### src/rtl/scsi_io_arbiter_if.sv
// scsi_io_arbiter_if: sector-request and sector-buffer bus between the scsi targets and the IO controller
interface scsi_io_arbiter_if #(parameter int NUM_TGT = 2);
  logic [32*NUM_TGT-1:0] tgt_lba;
  logic [NUM_TGT-1:0] tgt_rd, tgt_wr, tgt_ack, tgt_buff_wr;
  logic [8*NUM_TGT-1:0] tgt_buff_din;
  logic [31:0] host_lba;
  logic host_rd, host_wr, host_ack, host_buff_wr;
  logic [7:0] host_buff_din;
  modport slave (input tgt_lba, tgt_rd, tgt_wr, tgt_buff_din, host_ack, host_buff_wr,
                 output tgt_ack, tgt_buff_wr, host_lba, host_rd, host_wr, host_buff_din);
  modport master (output tgt_lba, tgt_rd, tgt_wr, tgt_buff_din, host_ack, host_buff_wr,
                  input tgt_ack, tgt_buff_wr, host_lba, host_rd, host_wr, host_buff_din);
endinterface

### src/rtl/scsi_io_arbiter.sv
// scsi_io_arbiter: round-robin sharing of one IO-controller sector interface between NUM_TGT targets
module scsi_io_arbiter #(
  parameter int NUM_TGT = 2,
  parameter logic [23:0] TIMEOUT = 24'd10000000
) (
  input  logic clk,
  input  logic rst,
  scsi_io_arbiter_if.slave bus,
  output logic [2:0] grant_id,
  output logic busy,
  output logic timeout_err
);
  typedef enum logic [1:0] {IDLE, GRANT, ACK} state_t;
  state_t state_q, state_d;
  logic [2:0] grant_q, grant_d, rr_q, rr_d, win;
  logic [31:0] lba_q, lba_d, win_lba;
  logic [23:0] cnt_q, cnt_d;
  logic err_q, err_d, sel_rd, sel_wr, act;
  logic [7:0] sel_din;
  logic [NUM_TGT-1:0] req;
  always_ff @(posedge clk) begin
    if (rst) begin
      state_q <= IDLE;
      grant_q <= '0;
      rr_q <= 3'(NUM_TGT - 1);
      lba_q <= '0;
      cnt_q <= '0;
      err_q <= 1'b0;
    end else begin
      state_q <= state_d;
      grant_q <= grant_d;
      rr_q <= rr_d;
      lba_q <= lba_d;
      cnt_q <= cnt_d;
      err_q <= err_d;
    end
  end
  // winner is the lowest requester above rr_q, else the lowest requester overall
  always_comb begin
    req = bus.tgt_rd | bus.tgt_wr;
    win = '0;
    win_lba = '0;
    sel_rd = 1'b0;
    sel_wr = 1'b0;
    sel_din = '0;
    for (int i = NUM_TGT - 1; i >= 0; i--) win = req[i] ? 3'(i) : win;
    for (int i = NUM_TGT - 1; i >= 0; i--) win = (req[i] && 3'(i) > rr_q) ? 3'(i) : win;
    for (int i = 0; i < NUM_TGT; i++) begin
      win_lba = (3'(i) == win) ? bus.tgt_lba[32*i +: 32] : win_lba;
      sel_rd = (3'(i) == grant_q) ? bus.tgt_rd[i] : sel_rd;
      sel_wr = (3'(i) == grant_q) ? bus.tgt_wr[i] : sel_wr;
      sel_din = (3'(i) == grant_q) ? bus.tgt_buff_din[8*i +: 8] : sel_din;
    end
  end
  always_comb begin
    state_d = state_q;
    grant_d = grant_q;
    rr_d = rr_q;
    lba_d = lba_q;
    cnt_d = cnt_q;
    err_d = 1'b0;
    case (state_q)
      IDLE: if (|req) begin
        state_d = GRANT;
        grant_d = win;
        lba_d = win_lba;
        cnt_d = '0;
      end
      GRANT: if (bus.host_ack) state_d = ACK;
        else if (!(sel_rd | sel_wr)) begin
          state_d = IDLE;
          rr_d = grant_q;
        end else if (TIMEOUT != '0 && cnt_q == TIMEOUT - 24'd1) begin
          state_d = IDLE;
          rr_d = grant_q;
          err_d = 1'b1;
        end else cnt_d = cnt_q + 24'd1;
      ACK: if (!bus.host_ack) begin
        state_d = IDLE;
        rr_d = grant_q;
      end
      default: state_d = IDLE;
    endcase
  end
  // ack and write strobe only ever reach the granted target, never in IDLE
  always_comb begin
    act = state_q != IDLE;
    busy = act;
    grant_id = grant_q;
    timeout_err = err_q;
    bus.host_lba = lba_q;
    bus.host_rd = state_q == GRANT && sel_rd;
    bus.host_wr = state_q == GRANT && sel_wr;
    bus.host_buff_din = sel_din;
    bus.tgt_ack = '0;
    bus.tgt_buff_wr = '0;
    for (int i = 0; i < NUM_TGT; i++) begin
      bus.tgt_ack[i] = act && 3'(i) == grant_q && bus.host_ack;
      bus.tgt_buff_wr[i] = act && 3'(i) == grant_q && bus.host_buff_wr;
    end
  end
endmodule

### src/flat_wrapper.sv
// flat-port wrapper written by rule: the top's interface ports become plain ports
module scsi_io_arbiter_flat 
#(
  parameter int NUM_TGT = 2,
  parameter logic [23:0] TIMEOUT = 24'd10000000
)
  (clk, rst, grant_id, busy, timeout_err, bus_tgt_lba, bus_tgt_rd, bus_tgt_wr, bus_tgt_buff_din, bus_host_ack, bus_host_buff_wr, bus_tgt_ack, bus_tgt_buff_wr, bus_host_lba, bus_host_rd, bus_host_wr, bus_host_buff_din);
  scsi_io_arbiter_if #(.NUM_TGT(NUM_TGT)) bus_i ();
  input  logic clk;
  input  logic rst;
  output logic [2:0] grant_id;
  output logic busy;
  output logic timeout_err;
  input wire logic [$bits(bus_i.tgt_lba)-1:0] bus_tgt_lba;
  input wire logic [$bits(bus_i.tgt_rd)-1:0] bus_tgt_rd;
  input wire logic [$bits(bus_i.tgt_wr)-1:0] bus_tgt_wr;
  input wire logic [$bits(bus_i.tgt_buff_din)-1:0] bus_tgt_buff_din;
  input wire logic [$bits(bus_i.host_ack)-1:0] bus_host_ack;
  input wire logic [$bits(bus_i.host_buff_wr)-1:0] bus_host_buff_wr;
  output wire logic [$bits(bus_i.tgt_ack)-1:0] bus_tgt_ack;
  output wire logic [$bits(bus_i.tgt_buff_wr)-1:0] bus_tgt_buff_wr;
  output wire logic [$bits(bus_i.host_lba)-1:0] bus_host_lba;
  output wire logic [$bits(bus_i.host_rd)-1:0] bus_host_rd;
  output wire logic [$bits(bus_i.host_wr)-1:0] bus_host_wr;
  output wire logic [$bits(bus_i.host_buff_din)-1:0] bus_host_buff_din;
  assign bus_i.tgt_lba = bus_tgt_lba;
  assign bus_i.tgt_rd = bus_tgt_rd;
  assign bus_i.tgt_wr = bus_tgt_wr;
  assign bus_i.tgt_buff_din = bus_tgt_buff_din;
  assign bus_i.host_ack = bus_host_ack;
  assign bus_i.host_buff_wr = bus_host_buff_wr;
  assign bus_tgt_ack = bus_i.tgt_ack;
  assign bus_tgt_buff_wr = bus_i.tgt_buff_wr;
  assign bus_host_lba = bus_i.host_lba;
  assign bus_host_rd = bus_i.host_rd;
  assign bus_host_wr = bus_i.host_wr;
  assign bus_host_buff_din = bus_i.host_buff_din;
  scsi_io_arbiter #(.NUM_TGT(NUM_TGT), .TIMEOUT(TIMEOUT)) u_core (.clk(clk), .rst(rst), .bus(bus_i), .grant_id(grant_id), .busy(busy), .timeout_err(timeout_err));
endmodule
### config.mk
export PLATFORM = sky130hd
export DESIGN_NAME = scsi_io_arbiter_flat
export DESIGN_NICKNAME = d
export VERILOG_FILES = /design/src/rtl/scsi_io_arbiter_if.sv /design/src/rtl/scsi_io_arbiter.sv /design/src/flat_wrapper.sv
export SDC_FILE = /design/constraint.sdc
export NUM_CORES = 1
export LEC_CHECK = 0
export CORE_UTILIZATION = 47
export DETAILED_ROUTE_END_ITERATION = 8
export PLACE_DENSITY = 0.95
export SETUP_SLACK_MARGIN = 0.3
export SYNTH_ARGS = -nofsm -noshare
export SYNTH_HDL_FRONTEND = slang
export SYNTH_SLANG_ARGS = --single-unit
### constraint.sdc
create_clock -name clk -period 6.3 [get_ports clk]
set_clock_uncertainty 0.1 [all_clocks]
set_input_delay 0.63 -clock clk [delete_from_list [all_inputs] [get_ports clk]]
set_output_delay 0.63 -clock clk [all_outputs]
set_load 0.01 [all_outputs]
==> impl_metrics.csv <==
group,metric,value,unit
placement,io_buffers,136,
yosys,mappedNetlistArea,0.00345,mm2
placement,gp_congestion,0.917,
critical_path,reg2reg_depth,5,
pwr,p_seq_share,37.1,%
yosys,synthTopCellsByArea,"dfxtp_1 35%, mux2i_1 11%, a211oi_1 7.8%",
floorplanning,rows,30,
grt,grt_pass1_vias,3475,
pwr,switching_share,33.1,%
pwr,power,1.23,mW
floorplanning,ios,139,
detailed_routing,initialDrtViolationCount,400,
floorplanning,start_util,49.7,%
grt,grt_pass1_wl,16.5,mm
detailed_routing,drt-total-wl,10.8,mm
hold_path,holdPathEnd,"u_core.bus.host_lba[27]",
hold_path,hold_depth,2,
clock_tree,insertion_delay,350,ps
floorplanning,coreArea,0.00694,mm2
critical_path,worstPathRequired,5570,ps
critical_path,r2r-end,"u_core.cnt_q[22]",
yosys,synth_ff_type,"dfxtp_1",
cells_and_area,final_area,0.00504,mm2
yosys,ys_top_cells_by_count,"61 x dfxtp_1, 56 x nor2_1, 38 x mux2i_1, 36 x a211oi_1, 22 x clkbuf_1",
yosys,ys_ff_latch,61,
pwr,p_per_area,244,mW/mm2
sta,post-route-period-util,47.0,%
yosys,synth_edf_count,0,
pwr,p_int,0.825,mW
clock_tree,clk_path_buf_depth,2,
floorplanning,die_area,0.00769,mm2
pwr,p_switching,0.408,mW
detailed_routing,ant_nets,0,
cells_and_area,diodes,0,
clock_tree,root_buffer,"clkbuf_8",
critical_path,r2r_setup_slack,3420,ps
detailed_routing,drtPass1Iterations,8,
pwr,leakage,1.90,nW
pwr,clockPowerShare,28.4,%
yosys,yosysSeqAreaShare,35.4,%
clock_tree,postCtsSetupBuffers,0,
grt,grt_overflow,0,
critical_path,timing.rr.start,"u_core.grant_id[0]",
clock_tree,h-tree-depth,3,
clock_tree,cts_tree,"yes",
detailed_routing,drc_errors,0,
sta,worst_slack,3340,ps
placement,hpwl,7.83,mm
clock_tree,cts_num_sinks,61,
grt,antenna_found_initial,0,
grt,grt_max_degree,65,
sta,hold_violations,0,
clock_tree,clk_pin_slew_worst_paths,70,ps
yosys,synthArstFlopShare,0,%
yosys,synth.most_common_cell,"dfxtp_1",
grt,track_usage,27.5,%
yosys,netlist.area_leader.share,35.4,%
yosys,synth_largest_area_cell,"dfxtp_1",
detailed_routing,via_count,3761,
floorplanning,die_x,87.7,um
sta,relSlewSlack,40.2,%
pwr,vdd_drop_max,0.132,mV
cells_and_area,areaGrowthSynthToFinish,46.1,%
critical_path,crit_fanout,21,
sta,setup_violations,0,
yosys,yosysWarnings,0,
detailed_routing,wire_per_inst,17.1,um
hold_path,hp-class,"flop to flop",
critical_path,end_kind,"primary output",
floorplanning,fp.dieH,87.7,um
sta,worst_slew_pin_slew,896,ps
placement,pre_cts_slack,3180,ps
critical_path,start_kind,"flop",
cells_and_area,drive_above_1_share,7.69,%
detailed_routing,viasPerCell,5.98,
yosys,syn_avg_cell_area,8.46,um2
clock_tree,numCtsBuffers,9,
job,drv_cap,0,
sta,finalSetupTns,0,ps
hold_path,min_from,"u_core.bus.host_lba[27]",
sta,rsz0062_at_grt,"false",
clock_tree,ctsHoldBuffers,0,
critical_path,arrival,2230,ps
sta,slew_viol_final,0,
critical_path,crit_type,"flop to primary output",
clock_tree,post_cts_resized,0,
sta,clock.fmax,0.338,GHz
placement,placed_area,0.00484,mm2
status,outcome,"finished clean",
yosys,synth_cell_type_count,51,
cells_and_area,layout.nets,620,
yosys,syn_inst,408,
sta,finalCriticalPeriod,2960,ps
pwr,pwr-share-comb,34.5,%
## area by class of cell
| class | instances | area (um2) |
|---|---|---|
| multi-input cells | 308 | 2090 |
| fillers | 480 | 1900 |
| repair buffers | 140 | 1390 |
| flip-flops and latches | 61 | 1220 |
| clock buffers | 9 | 124 |
| well taps | 96 | 120 |
| clock inverters | 7 | 76.3 |
| inverters | 8 | 30.0 |
## cell usage in the layout, fill, tap and decap left out, types with 5 or more instances in the layout
cell	netlist	final
a21oi_1	20	20
a31oi_1	12	12
clkbuf_8	0	9
nand2_1	19	19
dfxtp_1	61	61
inv_1	8	8
and3_1	5	5
a211oi_1	36	36
or4_1	5	5
nand4_1	10	10
mux2i_1	38	38
mux2_2	8	8
clkdlybuf4s50_1	0	135
nand3_1	15	15
and4_1	5	5
o21ai_0	14	14
or3_1	6	6
nor2_1	56	55
## registers in the layout (all words and copies together), names as in the netlist
name,count
u_core.rr_q,1
u_core.state_q,2
u_core.grant_id,1
u_core.bus.host_lba,32
u_core.cnt_q,24
u_core.timeout_err,1
## cell families after synthesis
| family | count (synthesis) | synth area share [%] |
|---|---|---|
| compound gates | 108 | 21.9 |
| fa+ha+maj | 4 | 1.45 |
| buf+inv | 40 | 4.86 |
| flops | 61 | 35.4 |
| mux | 46 | 13.6 |
| other cells | 1 | 0.109 |
| simple gates | 148 | 22.7 |
## per-stage QoR
step	hold WS, ps	cells	utilization [%]
after floorplan	371	409	-
after global placement	382	613	69.8
after detailed placement	393	613	69.8
after CTS	403	629	72.6
after global routing	427	629	72.6
final	401	629	72.6
## power groups by stage
stage / clock network, mW / logic (mW) / registers (mW)
floorplan: 0 / 0.205 / 0.476
global placement: 0 / 0.403 / 0.461
detailed placement: 0 / 0.420 / 0.466
CTS: 0.352 / 0.424 / 0.457
global route: 0.372 / 0.454 / 0.462
finish: 0.350 / 0.425 / 0.458
## how the worst max path moves through the flow
stage,startpoint,end,depth (start not counted)
6_report,u_core.state_q[1],bus_host_wr,6
5_1_grt,u_core.grant_id[0],u_core.cnt_q[22],5
4_1_cts,u_core.state_q[1],bus_host_wr,6
3_5_place_dp,bus_tgt_rd[1],u_core.cnt_q[11],6
3_3_place_gp,bus_tgt_rd[1],u_core.cnt_q[11],6
2_1_floorplan,u_core.grant_id[0],bus_host_buff_din[5],3
## critical path, cell delays in order (launching register included)
cell and delay, ps:
dfxtp_1 400, inv_1 90, ha_1 190, buf_4 210, inv_1 400, nor2_1 100
clkdlybuf4s50_1 490
## routing by layer
metal | share of wire [%] | track usage, % | routed length, um | vias to the layer above
met5 | 0 | 0 | 0 | -
met4 | 3.2 | 14.0 | 343 | 0
met3 | 8.3 | 6.22 | 896 | 33
met2 | 49 | 46.8 | 5260 | 189
met1 | 40 | 32.5 | 4280 | 1769
li1 | - | - | - | 1770
(Power assumes the default switching activity.)
